`config.mk`:
```
export PLATFORM = sky130hd
export DESIGN_NAME = fetch_sequencer_flat
export DESIGN_NICKNAME = d
export VERILOG_FILES = /design/src/rtl/fetch_sequencer_if.sv /design/src/rtl/fetch_sequencer.sv /design/src/flat_wrapper.sv
export SDC_FILE = /design/constraint.sdc
export NUM_CORES = 1
export LEC_CHECK = 0
export BUFFER_PORTS_ARGS = -buffer_cell sky130_fd_sc_hd__buf_2
export CAP_MARGIN = 25
export CORE_ASPECT_RATIO = 0.75
export CORE_MARGIN = 2
export CORE_UTILIZATION = 36
export CTS_CLUSTER_SIZE = 28
export DETAILED_ROUTE_END_ITERATION = 10
export HOLD_SLACK_MARGIN = 0.05
export PLACE_DENSITY = 0.61
export SKIP_CTS_REPAIR_TIMING = 1
export SYNTH_ARGS = -nofsm -noshare
export SYNTH_HDL_FRONTEND = slang
export SYNTH_SLANG_ARGS = --single-unit
```
`constraint.sdc`:
```
create_clock -name clk -period 4.4 [get_ports clk]
set_clock_uncertainty 0.2 [all_clocks]
set_input_delay 0.22 -clock clk [delete_from_list [all_inputs] [get_ports clk]]
set_output_delay 0.22 -clock clk [all_outputs]
set_load 0.02 [all_outputs]
```
`src/rtl/fetch_sequencer_if.sv`:
```
// Fetch-side bus between the core control unit, the program ROM and the fetch sequencer.
// The master side drives control and the ROM word; the slave side (sequencer) drives fetch state.
interface fetch_sequencer_if #(
    parameter int DATA_WIDTH = 32
);
    logic                  stall;
    logic                  redirect_valid;
    logic [DATA_WIDTH-1:0] redirect_addr;
    logic                  halt_req;
    logic                  resume;
    logic [DATA_WIDTH-1:0] Instruction;
    logic [DATA_WIDTH-1:0] Address;
    logic [DATA_WIDTH-1:0] instr_q;
    logic [DATA_WIDTH-1:0] pc_q;
    logic [DATA_WIDTH-1:0] pc_plus4_q;
    logic                  valid_q;
    logic                  halted;
    logic                  fault;
    logic [DATA_WIDTH-1:0] fault_pc;

    modport master (
        output stall, redirect_valid, redirect_addr, halt_req, resume, Instruction,
        input  Address, instr_q, pc_q, pc_plus4_q, valid_q, halted, fault, fault_pc
    );

    modport slave (
        input  stall, redirect_valid, redirect_addr, halt_req, resume, Instruction,
        output Address, instr_q, pc_q, pc_plus4_q, valid_q, halted, fault, fault_pc
    );
endinterface

```
`src/rtl/fetch_sequencer.sv`:
```
// Program counter and IF/ID fetch stage: zero-latency ROM capture with stall,
// redirect, halt/resume and sticky out-of-range fault handling.
module fetch_sequencer #(
    parameter int                        DATA_WIDTH   = 32,
    parameter logic [DATA_WIDTH-1:0]     TEXT_BASE    = 32'h0040_0000,
    parameter int                        MEMORY_DEPTH = 32
) (
    input  logic               clk,
    input  logic               reset,
    fetch_sequencer_if.slave   bus
);
    typedef enum logic [1:0] {RUN, HALT, FAULT} state_t;

    localparam logic [DATA_WIDTH-1:0] TEXT_SIZE = DATA_WIDTH'(MEMORY_DEPTH * 4);
    localparam logic [DATA_WIDTH-1:0] WORD      = DATA_WIDTH'(4);

    state_t                state;
    logic [DATA_WIDTH-1:0] pc;
    logic [DATA_WIDTH-1:0] pc_next_seq;
    logic                  redirect_ok;
    logic                  seq_ok;

    // Word aligned, at or above the base, and inside the ROM window.
    function automatic logic in_range(input logic [DATA_WIDTH-1:0] addr);
        return (addr[1:0] == 2'b00) && (addr >= TEXT_BASE) && ((addr - TEXT_BASE) < TEXT_SIZE);
    endfunction

    assign bus.Address  = pc - TEXT_BASE;
    assign pc_next_seq  = pc + WORD;
    assign redirect_ok  = in_range(bus.redirect_addr);
    assign seq_ok       = in_range(pc_next_seq);

    // NOTE: all state updates use non-blocking assignments so every register
    // samples pre-edge values; the reset branch is asynchronous.
    always_ff @(posedge clk or posedge reset) begin
        if (reset) begin
            state          <= RUN;
            pc             <= TEXT_BASE;
            bus.instr_q    <= '0;
            bus.pc_q       <= '0;
            bus.pc_plus4_q <= '0;
            bus.valid_q    <= 1'b0;
            bus.halted     <= 1'b0;
            bus.fault      <= 1'b0;
            bus.fault_pc   <= '0;
        end else begin
            case (state)
                RUN: begin
                    if (bus.redirect_valid) begin
                        bus.valid_q <= 1'b0;
                        if (redirect_ok) begin
                            pc <= bus.redirect_addr;
                        end else begin
                            state        <= FAULT;
                            bus.fault    <= 1'b1;
                            bus.fault_pc <= bus.redirect_addr;
                        end
                    end else if (bus.halt_req) begin
                        state       <= HALT;
                        bus.halted  <= 1'b1;
                        bus.valid_q <= 1'b0;
                    end else if (!bus.stall) begin
                        bus.instr_q    <= bus.Instruction;
                        bus.pc_q       <= pc;
                        bus.pc_plus4_q <= pc_next_seq;
                        bus.valid_q    <= 1'b1;
                        // The last word is still delivered; only the step past it faults.
                        if (seq_ok) begin
                            pc <= pc_next_seq;
                        end else begin
                            state        <= FAULT;
                            bus.fault    <= 1'b1;
                            bus.fault_pc <= pc_next_seq;
                        end
                    end
                end
                HALT: begin
                    bus.valid_q <= 1'b0;
                    if (bus.redirect_valid && !redirect_ok) begin
                        state        <= FAULT;
                        bus.halted   <= 1'b0;
                        bus.fault    <= 1'b1;
                        bus.fault_pc <= bus.redirect_addr;
                    end else begin
                        if (bus.redirect_valid) begin
                            pc <= bus.redirect_addr;
                        end
                        if (bus.resume) begin
                            state      <= RUN;
                            bus.halted <= 1'b0;
                        end
                    end
                end
                default: begin
                    bus.valid_q <= 1'b0;
                end
            endcase
        end
    end
endmodule
```
`src/flat_wrapper.sv`:
```
// flat-port wrapper written by rule: the top's interface ports become plain ports
module fetch_sequencer_flat 
#(
    parameter int                        DATA_WIDTH   = 32,
    parameter logic [DATA_WIDTH-1:0]     TEXT_BASE    = 32'h0040_0000,
    parameter int                        MEMORY_DEPTH = 32
)
  (clk, reset, bus_stall, bus_redirect_valid, bus_redirect_addr, bus_halt_req, bus_resume, bus_Instruction, bus_Address, bus_instr_q, bus_pc_q, bus_pc_plus4_q, bus_valid_q, bus_halted, bus_fault, bus_fault_pc);
  fetch_sequencer_if #(.DATA_WIDTH(DATA_WIDTH)) bus_i ();
  input  logic clk;
  input  logic reset;
  input wire logic [$bits(bus_i.stall)-1:0] bus_stall;
  input wire logic [$bits(bus_i.redirect_valid)-1:0] bus_redirect_valid;
  input wire logic [$bits(bus_i.redirect_addr)-1:0] bus_redirect_addr;
  input wire logic [$bits(bus_i.halt_req)-1:0] bus_halt_req;
  input wire logic [$bits(bus_i.resume)-1:0] bus_resume;
  input wire logic [$bits(bus_i.Instruction)-1:0] bus_Instruction;
  output wire logic [$bits(bus_i.Address)-1:0] bus_Address;
  output wire logic [$bits(bus_i.instr_q)-1:0] bus_instr_q;
  output wire logic [$bits(bus_i.pc_q)-1:0] bus_pc_q;
  output wire logic [$bits(bus_i.pc_plus4_q)-1:0] bus_pc_plus4_q;
  output wire logic [$bits(bus_i.valid_q)-1:0] bus_valid_q;
  output wire logic [$bits(bus_i.halted)-1:0] bus_halted;
  output wire logic [$bits(bus_i.fault)-1:0] bus_fault;
  output wire logic [$bits(bus_i.fault_pc)-1:0] bus_fault_pc;
  assign bus_i.stall = bus_stall;
  assign bus_i.redirect_valid = bus_redirect_valid;
  assign bus_i.redirect_addr = bus_redirect_addr;
  assign bus_i.halt_req = bus_halt_req;
  assign bus_i.resume = bus_resume;
  assign bus_i.Instruction = bus_Instruction;
  assign bus_Address = bus_i.Address;
  assign bus_instr_q = bus_i.instr_q;
  assign bus_pc_q = bus_i.pc_q;
  assign bus_pc_plus4_q = bus_i.pc_plus4_q;
  assign bus_valid_q = bus_i.valid_q;
  assign bus_halted = bus_i.halted;
  assign bus_fault = bus_i.fault;
  assign bus_fault_pc = bus_i.fault_pc;
  fetch_sequencer #(.DATA_WIDTH(DATA_WIDTH), .TEXT_BASE(TEXT_BASE), .MEMORY_DEPTH(MEMORY_DEPTH)) u_core (.clk(clk), .reset(reset), .bus(bus_i));
endmodule
```
==> metrics.txt <==
status completed; Global Route Usage Sum about a fifth; #FFs+latches synth 163; Layout Nets 1149; commonest non-fill, non-tap cell in the layout nand2_1; Pre-antenna DRT Iters 5; WL final between 20000 and 25000 um; Peak VDD IR 0.2222 mV; Setup violations, final 0; Hold Path Stages 4; Clk Latency, worst-skew pair roughly 0.43 ns; hold path endpoint u_core.pc[4]; vias in the first global route 5669; Die X 172.1 um; critical path buffer and inverter count 1; Cell Chain, Critical Path ha_1 > nand2_1 > nor4_2 > and3_1 > xor2_1 > a2111oi_0 > nand4_1 > o21ai_4 > buf_16 > mux2_1; fill count between 2000 and 2500; Yosys cell types 51; critical-path maximum fanout 22; Core Area 20950 um2; Ys Warns 0; # IOs 233; Slew @ Worst Pin 0.8478 ns; number of remaining DRC errors 0; hpwl dp 16140 um; Critical Path Sink Type register; unrepaired setup endpoints after global routing false; CTS Sinks approximately 160; DIE AREA approximately 22000 um2; Hold WC Path Type in -> reg; maximum number of pins on one net before global-route repair 127; Period minus WS final 3.853 ns; Clock Tree Root clkbuf_16; Slew Limit Headroom a little over two fifths; Die Height ~130 um; Worst Reg2Reg Path Length in Cells 10; r2r startpoint u_core.pc[3]; MaxCap Viol Count 0; Area Overhead vs Synth 33.71%; gr ovfl total 0; layout cells sized above 1 about a quarter; H-Tree Depth 4; Main synth FF type dfrtp_1; Crit path max-delay family simple AND/OR/NAND/NOR gates; via count 6505; Critical Path RT 4.50 ns; TritonCTS clock tree done; diode count 0; row cnt 46; vias per cell 4.727; synthesized area per cell 9.269 um2; CP Class reg -> reg; Routability Congestion 0.8778; Clock Tree Buf Depth 2; hold path startpoint bus_redirect_addr[4]; first-pass GRT wire length 33420 um; Hold WS 0.06089 ns; slowest stage delay, CP 0.52 ns; Startpoint Class register; port bufs 232; DR WL/cell 16.91 um; Period Utilization, post-route between 80% and 90%; register area share after synthesis a little over half; CP max-delay cell nor4_2; flop-to-flop setup slack 0.55 ns; leakage 5.480 nW; Total Neg Setup Slack 0 ns; final-report max-slew violation count 0; Post-Synthesis Cell Area 7629 um2; most frequent cells in the layout nand2_1, buf_2, dfrtp_1; Worst Path Arrival 3.95 ns; Final Hold Vio Count 0; starting density of the core 36.41%; Final Total Pwr around 3.5 mW; Post-synth EDFFs 0; Synthesized Nets 896; fmax 0.2595 GHz; cts bufs inserted 17; Clock transition at path regs around 0.070 ns; reg2reg end u_core.bus.fault_pc[30]; Synth Instances ~820; Antenna Nets Post-Route 0; DR iter-0 viols 472; initial antenna violation count 0; Async SR Flop Fraction 100.0%; pwr/cell area approximately 350 nW/um2
[sequential cells by signal, summed over array words and instances (netlist names)]
name,cells
u_core.bus.halted,1
u_core.bus.fault,1
u_core.pc,32
u_core.bus.pc_plus4_q,32
u_core.bus.fault_pc,32
u_core.bus.valid_q,1
u_core.state,2
u_core.bus.pc_q,30
u_core.bus.instr_q,32
[layout make-up]
cell class	count	area, um2	share of cell area [%]
flip-flops and latches	163	4080	40.00
multi-input cells	574	3115	30.54
repair buffers	308	1932	18.94
clock buffers	20	466.7	4.576
well taps	288	360.3	3.533
clock inverters	11	196.4	1.926
inverters	12	48.80	0.4784
[worst max-delay path by stage]
stage / start / endpoint / slack, ns / depth (start not counted)
after floorplan: u_core.pc[3] / u_core.bus.fault_pc[0] / 1.12 / 11
after global placement: u_core.pc[3] / u_core.bus.fault_pc[5] / 0.70 / 9
after detailed placement: u_core.pc[3] / u_core.bus.fault_pc[30] / 0.59 / 10
after CTS: u_core.pc[3] / u_core.bus.fault_pc[30] / 0.56 / 10
after global routing: u_core.pc[3] / u_core.bus.fault_pc[30] / 0.18 / 10
final: u_core.pc[3] / u_core.bus.fault_pc[30] / 0.55 / 10
[per-stage QoR]
step	cell area (um2)	utilization [%]	setup WS, ns	instances
5_1_grt	10200	48.69	0.1798	1376
3_5_place_dp	8866	42.32	0.5870	1278
4_1_cts	9529	45.48	0.5632	1309
2_1_floorplan	7632	-	1.115	823
3_3_place_gp	8838	42.19	0.7049	1277
6_report	10200	48.69	0.5470	1376
[metal layers]
layer / up-vias / GRT usage, % / routed length [um] / part of all wire (%)
met4: 0 / 3.114 / 119 / 0.51
li1: 3182 / - / - / -
met2: 204 / 26.79 / 9680 / 42
met3: 10 / 8.129 / 2081 / 8.9
met1: 3109 / 30.20 / 11390 / 49
met5: - / 0 / 0 / 0
[worst reg2reg max path: stages, from the launching register on]
cell,delay (ns)
dfrtp_1,0.45
ha_1,0.38
nand2_1,0.14
nor4_2,0.52
and3_1,0.32
xor2_1,0.10
a2111oi_0,0.50
nand4_1,0.25
o21ai_4,0.28
buf_16,0.24
mux2_1,0.36
[report_power, final]
group / switching (mW) / internal (mW)
Clock: 0.641 / 1.06
Combinational: 0.159 / 0.116
Sequential: 0.0225 / 1.54
[cells in the mapped netlist (2+ instances only)]
master      n  share of area, %
a31oi_1     3              0.25
buf_6       4              0.59
mux2_1     31               4.6
and4_1      2              0.23
nor2_1     19              0.93
and3_1     10              0.82
a21oi_1     5              0.33
nor4b_1     2              0.23
dfrtp_1   162                53
o22ai_1     3              0.25
buf_2       6              0.39
clkbuf_1   40               2.0
or3_1       5              0.41
ha_1        3              0.49
and2_1     25               2.1
xor2_1     16               1.8
buf_4      24               2.4
nor4_1     12              0.98
nand2_1   293                14
mux2i_1     5              0.66
nor3_1     17               1.1
xnor2_1    23               2.6
inv_1      11              0.54
o21ai_0    51               3.3
nand3_1    12              0.79
mux2_4      2              0.39
nor3b_1     2              0.20
nand4_1    12              0.98
[cells by family (layout without fill, tap and decap cells)]
kind of cell / count (synthesis) / after routing / share of synthesized area, %
AO/OA/AOI/OAI: 74 / 74 / 5.429
XOR/XNOR: 39 / 39 / 4.478
adder cells (fa/ha/maj): 3 / 3 / 0.4921
buffers and inverters: 86 / 351 / 5.904
flip-flops: 163 / 163 / 53.49
multiplexers: 39 / 39 / 5.773
AND/OR/NAND/NOR: 419 / 419 / 24.44
Note: power is estimated with default switching activity, not from simulation.
